$ cat src/rtl/riscv_pipe_pkg.sv
// Shared pipeline definitions for the 5-stage RISC-V core.
// Hazard sequencer state encoding and register-index constants.
package riscv_pipe_pkg;

  localparam int REG_W = 5;
  localparam logic [REG_W-1:0] REG_X0 = 5'd0;

  typedef enum logic [1:0] {
    RUN      = 2'd0,
    MEM_WAIT = 2'd1,
    REDIRECT = 2'd2
  } hz_state_t;

endpackage

$ cat src/rtl/hazard_cmp.sv
// Load-use comparator: flags an ID source that matches a load in EX.
// x0 is never a hazard since it is hardwired to zero.
module hazard_cmp
  import riscv_pipe_pkg::*;
(
  input  logic [REG_W-1:0] rs1,
  input  logic [REG_W-1:0] rs2,
  input  logic             uses_rs1,
  input  logic             uses_rs2,
  input  logic             mem_read,
  input  logic [REG_W-1:0] rd,
  output logic             lu
);

  logic hit1;
  logic hit2;

  assign hit1 = uses_rs1 && (rs1 == rd);
  assign hit2 = uses_rs2 && (rs2 == rd);
  assign lu   = mem_read && (rd != REG_X0) && (hit1 || hit2);

endmodule

$ cat src/rtl/hazard_ctrl.sv
// Pipeline sequencer: load-use stalls, EX redirects, memory freeze.
// HAZARD_PERF_CNT_EN enables the saturating stall/flush counters.
module hazard_ctrl
  import riscv_pipe_pkg::*;
#(
  parameter int MEM_TIMEOUT = 16,
  parameter int CNT_W       = 16
) (
  input  logic             clk,
  input  logic             reset,
  input  logic [REG_W-1:0] id_rs1,
  input  logic [REG_W-1:0] id_rs2,
  input  logic             id_uses_rs1,
  input  logic             id_uses_rs2,
  input  logic             ex_mem_read,
  input  logic [REG_W-1:0] ex_rd,
  input  logic             ex_redirect,
  input  logic             mem_busy,
  output logic             pc_write,
  output logic             if_id_enable,
  output logic             if_flush,
  output logic             id_ex_bubble,
  output logic             ex_mem_hold,
  output logic             mem_timeout_err,
  output logic [CNT_W-1:0] stall_cnt,
  output logic [CNT_W-1:0] flush_cnt
);

  localparam int WAIT_W = $clog2(MEM_TIMEOUT + 1);
  localparam logic [WAIT_W-1:0] WAIT_MAX = WAIT_W'(MEM_TIMEOUT);

  hz_state_t         state;
  hz_state_t         next_state;
  logic              lu;
  logic              lu_ok;
  logic              lu_act;
  logic              redir_act;
  logic [WAIT_W-1:0] wait_cnt;

  hazard_cmp u_cmp (
    .rs1      (id_rs1),
    .rs2      (id_rs2),
    .uses_rs1 (id_uses_rs1),
    .uses_rs2 (id_uses_rs2),
    .mem_read (ex_mem_read),
    .rd       (ex_rd),
    .lu       (lu)
  );

  always_ff @(posedge clk or posedge reset) begin
    if (reset) begin
      state <= RUN;
    end else begin
      state <= next_state;
    end
  end

  // ID holds a flushed NOP right after a redirect
  always_comb begin
    lu_ok = 1'b0;
    unique case (state)
      RUN:      lu_ok = lu;
      MEM_WAIT: lu_ok = lu;
      REDIRECT: lu_ok = 1'b0;
      default:  lu_ok = 1'b0;
    endcase
  end

  always_comb begin
    next_state   = RUN;
    pc_write     = 1'b1;
    if_id_enable = 1'b0;
    if_flush     = 1'b0;
    id_ex_bubble = 1'b0;
    ex_mem_hold  = 1'b0;
    lu_act       = 1'b0;
    redir_act    = 1'b0;
    priority case (1'b1)
      reset: begin
        pc_write     = 1'b0;
        if_id_enable = 1'b1;
        if_flush     = 1'b1;
        id_ex_bubble = 1'b1;
      end
      mem_busy: begin
        pc_write     = 1'b0;
        if_id_enable = 1'b1;
        ex_mem_hold  = 1'b1;
        next_state   = MEM_WAIT;
      end
      ex_redirect: begin
        if_id_enable = 1'b1;
        if_flush     = 1'b1;
        id_ex_bubble = 1'b1;
        redir_act    = 1'b1;
        next_state   = REDIRECT;
      end
      lu_ok: begin
        pc_write     = 1'b0;
        if_id_enable = 1'b1;
        id_ex_bubble = 1'b1;
        lu_act       = 1'b1;
      end
      default: begin
        next_state = RUN;
      end
    endcase
  end

  // Counts every consecutive busy cycle, including the one seen in RUN
  always_ff @(posedge clk or posedge reset) begin
    if (reset) begin
      wait_cnt        <= '0;
      mem_timeout_err <= 1'b0;
    end else begin
      if (!mem_busy) begin
        wait_cnt <= '0;
      end else if (wait_cnt != WAIT_MAX) begin
        wait_cnt <= wait_cnt + WAIT_W'(1);
      end
      if (mem_busy && (wait_cnt >= WAIT_MAX - WAIT_W'(1))) begin
        mem_timeout_err <= 1'b1;
      end
    end
  end

`ifdef HAZARD_PERF_CNT_EN
  logic [CNT_W-1:0] stall_q;
  logic [CNT_W-1:0] flush_q;

  always_ff @(posedge clk or posedge reset) begin
    if (reset) begin
      stall_q <= '0;
      flush_q <= '0;
    end else begin
      if (lu_act && (stall_q != '1)) begin
        stall_q <= stall_q + CNT_W'(1);
      end
      if (redir_act && (flush_q != '1)) begin
        flush_q <= flush_q + CNT_W'(1);
      end
    end
  end

  assign stall_cnt = stall_q;
  assign flush_cnt = flush_q;
`else
  logic cnt_unused;
  assign cnt_unused = ^{lu_act, redir_act};
  assign stall_cnt  = '0;
  assign flush_cnt  = '0;
`endif

endmodule

$ cat config.mk
export PLATFORM = sky130hd
export DESIGN_NAME = hazard_ctrl
export DESIGN_NICKNAME = d
export VERILOG_FILES = /design/src/rtl/riscv_pipe_pkg.sv /design/src/rtl/hazard_cmp.sv /design/src/rtl/hazard_ctrl.sv
export SDC_FILE = /design/constraint.sdc
export NUM_CORES = 1
export LEC_CHECK = 0
export CAP_MARGIN = 10
export CORE_MARGIN = 8
export CORE_UTILIZATION = 33
export CTS_CLUSTER_SIZE = 12
export DETAILED_ROUTE_END_ITERATION = 16
export PLACE_DENSITY = 0.85
export SYNTH_ARGS = -nofsm -noshare
export SYNTH_HDL_FRONTEND = slang
export SYNTH_SLANG_ARGS = --single-unit
$ cat constraint.sdc
create_clock -name clk -period 2.38 [get_ports clk]
set_input_delay 0.714 -clock clk [delete_from_list [all_inputs] [get_ports clk]]
set_output_delay 0.714 -clock clk [all_outputs]
set_load 0.005 [all_outputs]
Word level (Yosys, flattened, before mapping). Index checks and enable logic that the tools add are counted.

Input bits: 22. Bits in registers: 8. Output and inout port bits: 38. Word-level logic and storage cells: 40.

$add $sub $neg: 1. Reductions and logical operators: 9. Equality and inequality tests: 5. $lt $le $gt $ge: 1. Mux-type cells: 21.

Operators by type and width (count): 2-to-1 mux 1 bit (16); equality test 5 bit (2); 2-to-1 mux 5 bit (2); 2-to-1 mux 2 bit (3); adder 5 x 1 -> 5 bit (second input constant) (1); greater-or-equal comparator 5 x 4 -> 1 bit (second input constant) (1); logical AND 1 bit (5); != test 5 bit (second input constant) (1); nonzero test 5 bit (1); equality test 2 x 1 -> 1 bit (second input constant) (1); logical NOT 2 bit (1); != test 2 x 1 -> 1 bit (second input constant) (1); OR reduction 2 bit (1); logical OR 1 bit (1).

Logic depth before layout (Yosys ltp). Gate-level depths: netlist of the first run.

Word-level depth: 9. Mapped depth: 6. Mapped depth without buffers: 6.

Modules after synthesis. A second synthesis of the first run with hierarchy kept.

Cells, all modules: 94. Area total of the unflattened synthesis: 793.3 um^2.

By module, submodules not included: hazard_ctrl (cells each 77, sequential area each 175.2 um^2, instances 1, area each 659.4 um^2); hazard_cmp (cells each 17, sequential area each 0.0 um^2, instances 1, area each 133.9 um^2).

Least setup slack after synthesis of the first run. OpenSTA, ideal clock, no wires.

Kind: input-to-output. Start: in ex_rd[3]. End: out pc_write. Stages: 4. Setup slack: 57 ps. Required time: 1666 ps. Path buffers: 0. Arrival: 1609 ps. Cell sequence: xor2_1 > nor4_2 > a32oi_1 > o311a_1.

Longest elaborated chain between the ends: 9. Elaborated cells on any way between the ends: 13. Those cells by class: eq/ne: 2; mux: 5; reduce/logical: 6.

Ends and longest elaborated chain: start: declaration (RTL line hazard_ctrl.sv:16) `input logic [REG_W-1:0] ex_rd,`; equality test 5 bit (on tied branches) (RTL line hazard_cmp.sv:18, hazard_cmp.sv:19); logical AND 1 bit (on tied branches) (RTL line hazard_cmp.sv:18, hazard_cmp.sv:19); logical OR 1 bit (RTL line hazard_cmp.sv:20) `assign lu = mem_read && (rd != REG_X0) && (hit1 || hit2);`; logical AND 1 bit * (RTL line hazard_cmp.sv:20); 2-to-1 mux 1 bit * (RTL line hazard_ctrl.sv:61) `unique case (state)`; 2-to-1 mux 1 bit * (4 in series) (RTL line hazard_ctrl.sv:78) `priority case (1'b1)`; end: declaration (RTL line hazard_ctrl.sv:19) `output logic pc_write,`.

Mark *: on every way between the ends. The rest lies on a longest branch, timed or not.

Worst setup path after layout of the first run.
Start: in id_rs1[1]. End: out id_ex_bubble.

Longest elaborated chain between the ends: 9.

Ends and longest elaborated chain: start: declaration (RTL line hazard_ctrl.sv:11) `input logic [REG_W-1:0] id_rs1,`; equality test 5 bit (RTL line hazard_cmp.sv:18) `assign hit1 = uses_rs1 && (rs1 == rd);`; logical AND 1 bit (RTL line hazard_cmp.sv:18); logical OR 1 bit (RTL line hazard_cmp.sv:20); logical AND 1 bit (RTL line hazard_cmp.sv:20); 2-to-1 mux 1 bit (RTL line hazard_ctrl.sv:61); 2-to-1 mux 1 bit (4 in series) (RTL line hazard_ctrl.sv:78); end: declaration (RTL line hazard_ctrl.sv:22) `output logic id_ex_bubble,`.

No other way between the ends.

==> impl_results.md, run 1 <==
* Largest cells by area after synthesis: buf_4, dfrtp_1, xor2_1, ha_1, xnor2_1
* Cts hold-fix bufs at 0
* Drt wl/cell at 14.4 µm
* Cells after synthesis at 92
* HPWL after DPL at 1860 µm
* Final nets at 161
* Synth top area share at 0.312
* DRC violations left at 0
* CP max stage delay at 0.32 ns
* Worst Hold Depth at 1
* Type of the worst setup path: primary input to output pin
* Final Hold Vio Count at 0
* CP startpoint kind: primary input
* Placer congestion estimate at 0.802
* Unrepaired setup endpoints after global routing: yes
* Die W at 64.3 µm
* Relative slew slack at 0.674
* Antenna Cells at 0
* Yosys cell types at 28
* Port Buffers at 27
* Clock Power Share at 0.285
* Switching Fraction at 0.314
* Root Buffer: clkbuf_4
* Max-cap violation count at 0
* Register bit total from synthesis at 7
* Syn avg cell area at 8.36 µm²
* CP Capture Type: output pin
* Clock Pin Slew Worst Setup and Hold Paths at 0.05 ns
* Area growth from synthesis to layout at 43.4%
* Layout cells sized above 1 at 0.326
* FF-to-FF path depth at 5
* Initial antenna violation count at 0
* Detail Route Antenna Nets at 0
* Vias in the first global route at 778
* Reg2reg end: wait_cnt[0]
* Fin crit share at 1.14
* FP Rows at 17
* H-tree levels at 1
* Post-Place Setup Slack at -1.11 ns
* Hold wc startpoint: mem_timeout_err
* First-pass GRT wire length at 3640 µm
* Max stage delay cell, worst path: nor4_2
* Register area share after synthesis at 0.228
* Die area at 4130 µm²
* Endpoint of the worst hold path: mem_timeout_err
* CTS Buf Count at 3
* Fmax achieved at 369 MHz
* Core Region at 2210 µm²
* Reg power frac at 0.355
* Pleak at 0.565 nW
* Fin Clk Skew at 0.00331 ns
* Via count at 694
* Comb power frac at 0.360
* Largest net degree at the start of global routing at 9
* Layout Utilization at 0.499
* Failing checks: setup timing
* Fill count at 211
* Crit path max fanout at 3
* Max VDD drop at 0.000447 V
* Worst path required time at 1.67 ns
* Worst-Skew Late Latency at 0.25 ns
* FF-to-FF setup slack at 0.78 ns
* Synth warnings at 0
* Slew Limit Fails at 0
* Initial Utilization at 0.348
* Crit Reg-Reg Startpoint: wait_cnt[0]
* Critical Path AT at 2.00 ns
* Leading cell type in the layout, fill and taps excluded: conb_1
* PD cells at 344 nW/µm²
* CTS max path bufs at 2
* IO Pins at 60
* CTS tree: built
* Number of flops mapped to enable cells by yosys at 0
* Status: complete, but fails checks
* Post-Route WL at 2350 µm
* Critical path cell sequence: buf_6 > xor2_2 > nor4_2 > a32oi_2 > buf_4 > o31ai_4 > buf_2
* Synth area leader: buf_4
* DRT iter0 DRCs at 13
* Mapped Area at 769 µm²
* Non-Filler Instances at 163
* Final setup viols at 3
* Internal power at 0.261 mW
* GRT overflow at 0
* Hold Path Class: flip-flop to flip-flop
* # placed instances at 153
* Post-synth ARST share at 1.00
* Min cycle time layout at 2.71 ns
* Worst-Margin Slew at 0.482 ns
* Clock sink total at 7
* First drt pass iteration count at 4
* Post-route setup slack at -0.330 ns
* Routed vias/inst at 4.26
* Switching power at 0.119 mW
* Die Y-Extent at 64.3 µm
* Top FF cell, synth: dfrtp_1
* Aggregate global-route resource usage at 0.112
* Commonest non-fill, non-tap cells in the layout: conb_1, buf_4, buf_2
-- state kept, by name, summed over array words and instances (netlist names) --
register	flops
wait_cnt	5
mem_timeout_err	1
state	1
-- per-layer routing --
layer	track usage	vias up	part of all wire
met5	0	-	0
met4	0.0436	0	0.026
met3	0.0209	6	0.048
met2	0.224	34	0.58
met1	0.109	327	0.35
li1	-	327	-
-- synth_stat cells (2+ instances only) --
cell / number
a21oi_1: 4
and3_1: 2
buf_4: 32
dfrtp_1: 7
ha_1: 3
inv_1: 5
nand2_1: 2
nor2_1: 5
nor3_1: 3
xnor2_1: 3
xor2_1: 9
-- timing repair --
| item | CTS | global route |
|---|---|---|
| endpoints found under the hold margin | 0 | 0 |
| setup buffers | 5 | 1 |
| pin swaps | 15 | 5 |
| resized for setup | 79 | 5 |
| setup endpoints to repair | 5 | 3 |
-- layout make-up --
cell class | instances | area [µm²] | share of cell area
Tap cell | 28 | 35.0 | 0.0317
Inverter | 6 | 23.8 | 0.0215
Sequential cell | 7 | 175 | 0.159
Multi-Input combinational cell | 78 | 523 | 0.474
Clock buffer | 4 | 26.3 | 0.0238
Timing Repair Buffer | 40 | 320 | 0.290
-- worst max-delay path, delay by kind of cell --
family	cells	cell delay (ns)
buf+inv	3	0.44
compound gates	2	0.35
simple gates	1	0.32
xor+xnor	1	0.17
-- power by group through the flow --
stage | combinational, mW | clock, mW | sequential (mW)
floorplan | 0.0885 | 0 | 0.134
CTS | 0.128 | 0.112 | 0.134
finish | 0.137 | 0.108 | 0.135
global route | 0.152 | 0.119 | 0.135
detailed placement | 0.124 | 0 | 0.136
global placement | 0.118 | 0 | 0.136
-- worst max-delay path by stage --
stage,startpoint,end,slack [ns],cells after the start
floorplan,ex_rd[3],pc_write,0.06,4
global placement,ex_rd[3],pc_write,-0.95,6
detailed placement,ex_rd[2],id_ex_bubble,-1.11,6
CTS,id_rs1[1],id_ex_bubble,-0.34,7
global route,id_rs1[1],pc_write,-0.39,6
finish,id_rs1[1],id_ex_bubble,-0.33,7
-- kinds of logic after synthesis --
logic type               share of synthesized area
AO/OA/AOI/OAI                               0.0732
XOR/XNOR                                     0.137
adder cells (fa/ha/maj)                     0.0488
buffers and inverters                        0.341
flip-flops                                   0.228
other                                      0.00487
AND/OR/NAND/NOR                              0.168
-- stage by stage --
| step | total power [mW] | area, µm² | hold WS [ns] | TNS, ns |
|---|---|---|---|---|
| finish | 0.380 | 1100 | 0.495 | -0.901 |
| global route | 0.406 | 1100 | 0.520 | -1.08 |
| CTS | 0.375 | 1070 | 0.504 | -0.803 |
| detailed placement | 0.260 | 1000 | 0.493 | -3.81 |
| global placement | 0.254 | 1000 | 0.481 | -3.54 |
| floorplan | 0.223 | 886 | 0.465 | 0 |
No activity file was read; power rests on OpenSTA's default activity.
==> inputs of run 2 (changes only) <==
PLACE_DENSITY = not set   (was 0.85)
PLACE_DENSITY_LB_ADDON = 0.15   (was not set)
==> run 2 against run 1 <==
Net effect: the flow still finishes with violations (setup timing); non-clock buffer count fell by 1; critical endpoint is now pc_write; via count fell by 4.9%; clock skew rose by 0.0027 ns; sequential power barely moved; combinational power barely moved; largest power group is now registers; total power fell by 1.9%.
==> impl_results.md, run 2 (synthesis gave the netlist of run 1 again) <==
* Placer congestion estimate at 0.779
* Slew Limit Fails at 0
* FP Rows at 17
* Area growth from synthesis to layout at 43.1%
* Crit path max fanout at 3
* Initial antenna violation count at 0
* Final Instance Area at 1100 µm²
* Fin crit share at 1.12
* Multi-input gate area at 519 µm²
* Routed vias/inst at 4.07
* GRT overflow at 0
* Layout cells sized above 1 at 0.306
* Hold Path Class: flip-flop to flip-flop
* Antenna Cells at 0
* HPWL after DPL at 1690 µm
* Post-route setup slack at -0.280 ns
* Worst Hold Depth at 1
* Type of the worst setup path: primary input to output pin
* Largest registers: wait_cnt x5, mem_timeout_err x1, state x1
* CTS Buf Count at 3
* Vias in the first global route at 719
* Reg2reg end: wait_cnt[0]
* Register area at 175 µm²
* Port Buffers at 27
* Failing checks: setup timing
* Fmax achieved at 376 MHz
* Worst-Skew Late Latency at 0.25 ns
* Drt wl/cell at 12.6 µm
* Clock Pin Slew Worst Setup and Hold Paths at 0.05 ns
* Fin Clk Skew at 0.00606 ns
* FF-to-FF path depth at 5
* Die W at 64.3 µm
* DRT iter0 DRCs at 9
* Min cycle time layout at 2.66 ns
* Max-cap violation count at 0
* Core Region at 2210 µm²
* Endpoint of the worst hold path: mem_timeout_err
* CTS max path bufs at 2
* Cts hold-fix bufs at 0
* CP Capture Type: output pin
* Post-DP Area at 1010 µm²
* Root Buffer: clkbuf_4
* PD cells at 338 nW/µm²
* Max VDD drop at 0.000226 V
* Final Hold Vio Count at 0
* Final nets at 160
* Unrepaired setup endpoints after global routing: yes
* Aggregate global-route resource usage at 0.0920
* Clock sink total at 7
* Reg with most FFs: wait_cnt
* Status: complete, but fails checks
* Worst path required time at 1.67 ns
* Fill count at 222
* Crit Reg-Reg Startpoint: wait_cnt[0]
* TNS Setup at -0.704 ns
* Relative slew slack at 0.643
* IO Pins at 60
* Final setup viols at 3
* Pleak at 0.568 nW
* DRC violations left at 0
* First-pass GRT wire length at 3110 µm
* Die Y-Extent at 64.3 µm
* Largest net degree at the start of global routing at 9
* Post-Place Setup Slack at -0.987 ns
* Max reg flops at 5
* FF-to-FF setup slack at 0.78 ns
* CP startpoint kind: primary input
* Via count at 660
* Worst-Margin Slew at 0.528 ns
* Die area at 4130 µm²
* Critical Path AT at 1.95 ns
* Leading cell type in the layout, fill and taps excluded: conb_1
* Post-Route WL at 2040 µm
* First drt pass iteration count at 4
* Layout Utilization at 0.498
* Hold wc startpoint: mem_timeout_err
* Commonest non-fill, non-tap cells in the layout: conb_1, buf_2, buf_4
* CTS tree: built
* Detail Route Antenna Nets at 0
* H-tree levels at 1
* Initial Utilization at 0.348
[run 2: worst max-delay path: stages]
cell and delay [ns]:
buf_6 0.09, xor2_2 0.16, nor4_2 0.31, a32oi_2 0.18, o311a_1 0.36, buf_2 0.13
[run 2: cell type report]
type                    count  share of cell area
inverters                   6              0.0216
multi-input cells          78               0.472
flip-flops and latches      7               0.159
well taps                  28              0.0318
clock buffers               4              0.0239
repair buffers             39               0.292
[run 2: repair_timing]
action,in CTS,in global routing
endpoints found under the setup margin,5,4
buffers inserted,3,1
gates resized for setup,76,9
pin swaps,18,3
[run 2: worst max path at each step]
stage	from	endpoint	slack [ns]	cells after the start
6_report	id_rs1[1]	pc_write	-0.28	6
5_1_grt	id_rs1[1]	pc_write	-0.35	6
4_1_cts	id_rs1[1]	id_ex_bubble	-0.26	7
3_3_place_gp	ex_rd[3]	pc_write	-1.01	6
2_1_floorplan	ex_rd[3]	pc_write	0.06	4
3_5_place_dp	ex_rd[1]	pc_write	-0.99	5
[run 2: layer usage]
metal,part of all wire,vias up,track usage
li1,-,324,-
met1,0.37,294,0.0900
met2,0.52,40,0.175
met3,0.093,2,0.0348
met4,0.0098,0,0.0245
met5,0,-,0
[run 2: per-stage QoR]
step	instances	hold slack (ns)	total power, mW
floorplan	123	0.465	0.223
global placement	154	0.454	0.257
detailed placement	154	0.463	0.258
CTS	161	0.475	0.369
global route	162	0.493	0.406
finish	162	0.466	0.373
[run 2: power breakdown]
group | total, mW | leakage, nW | internal [mW] | switching [mW]
clock | 0.105 | 0.0150 | 0.0638 | 0.0410
combinational | 0.134 | 0.463 | 0.0704 | 0.0633
sequential | 0.134 | 0.0909 | 0.126 | 0.00762
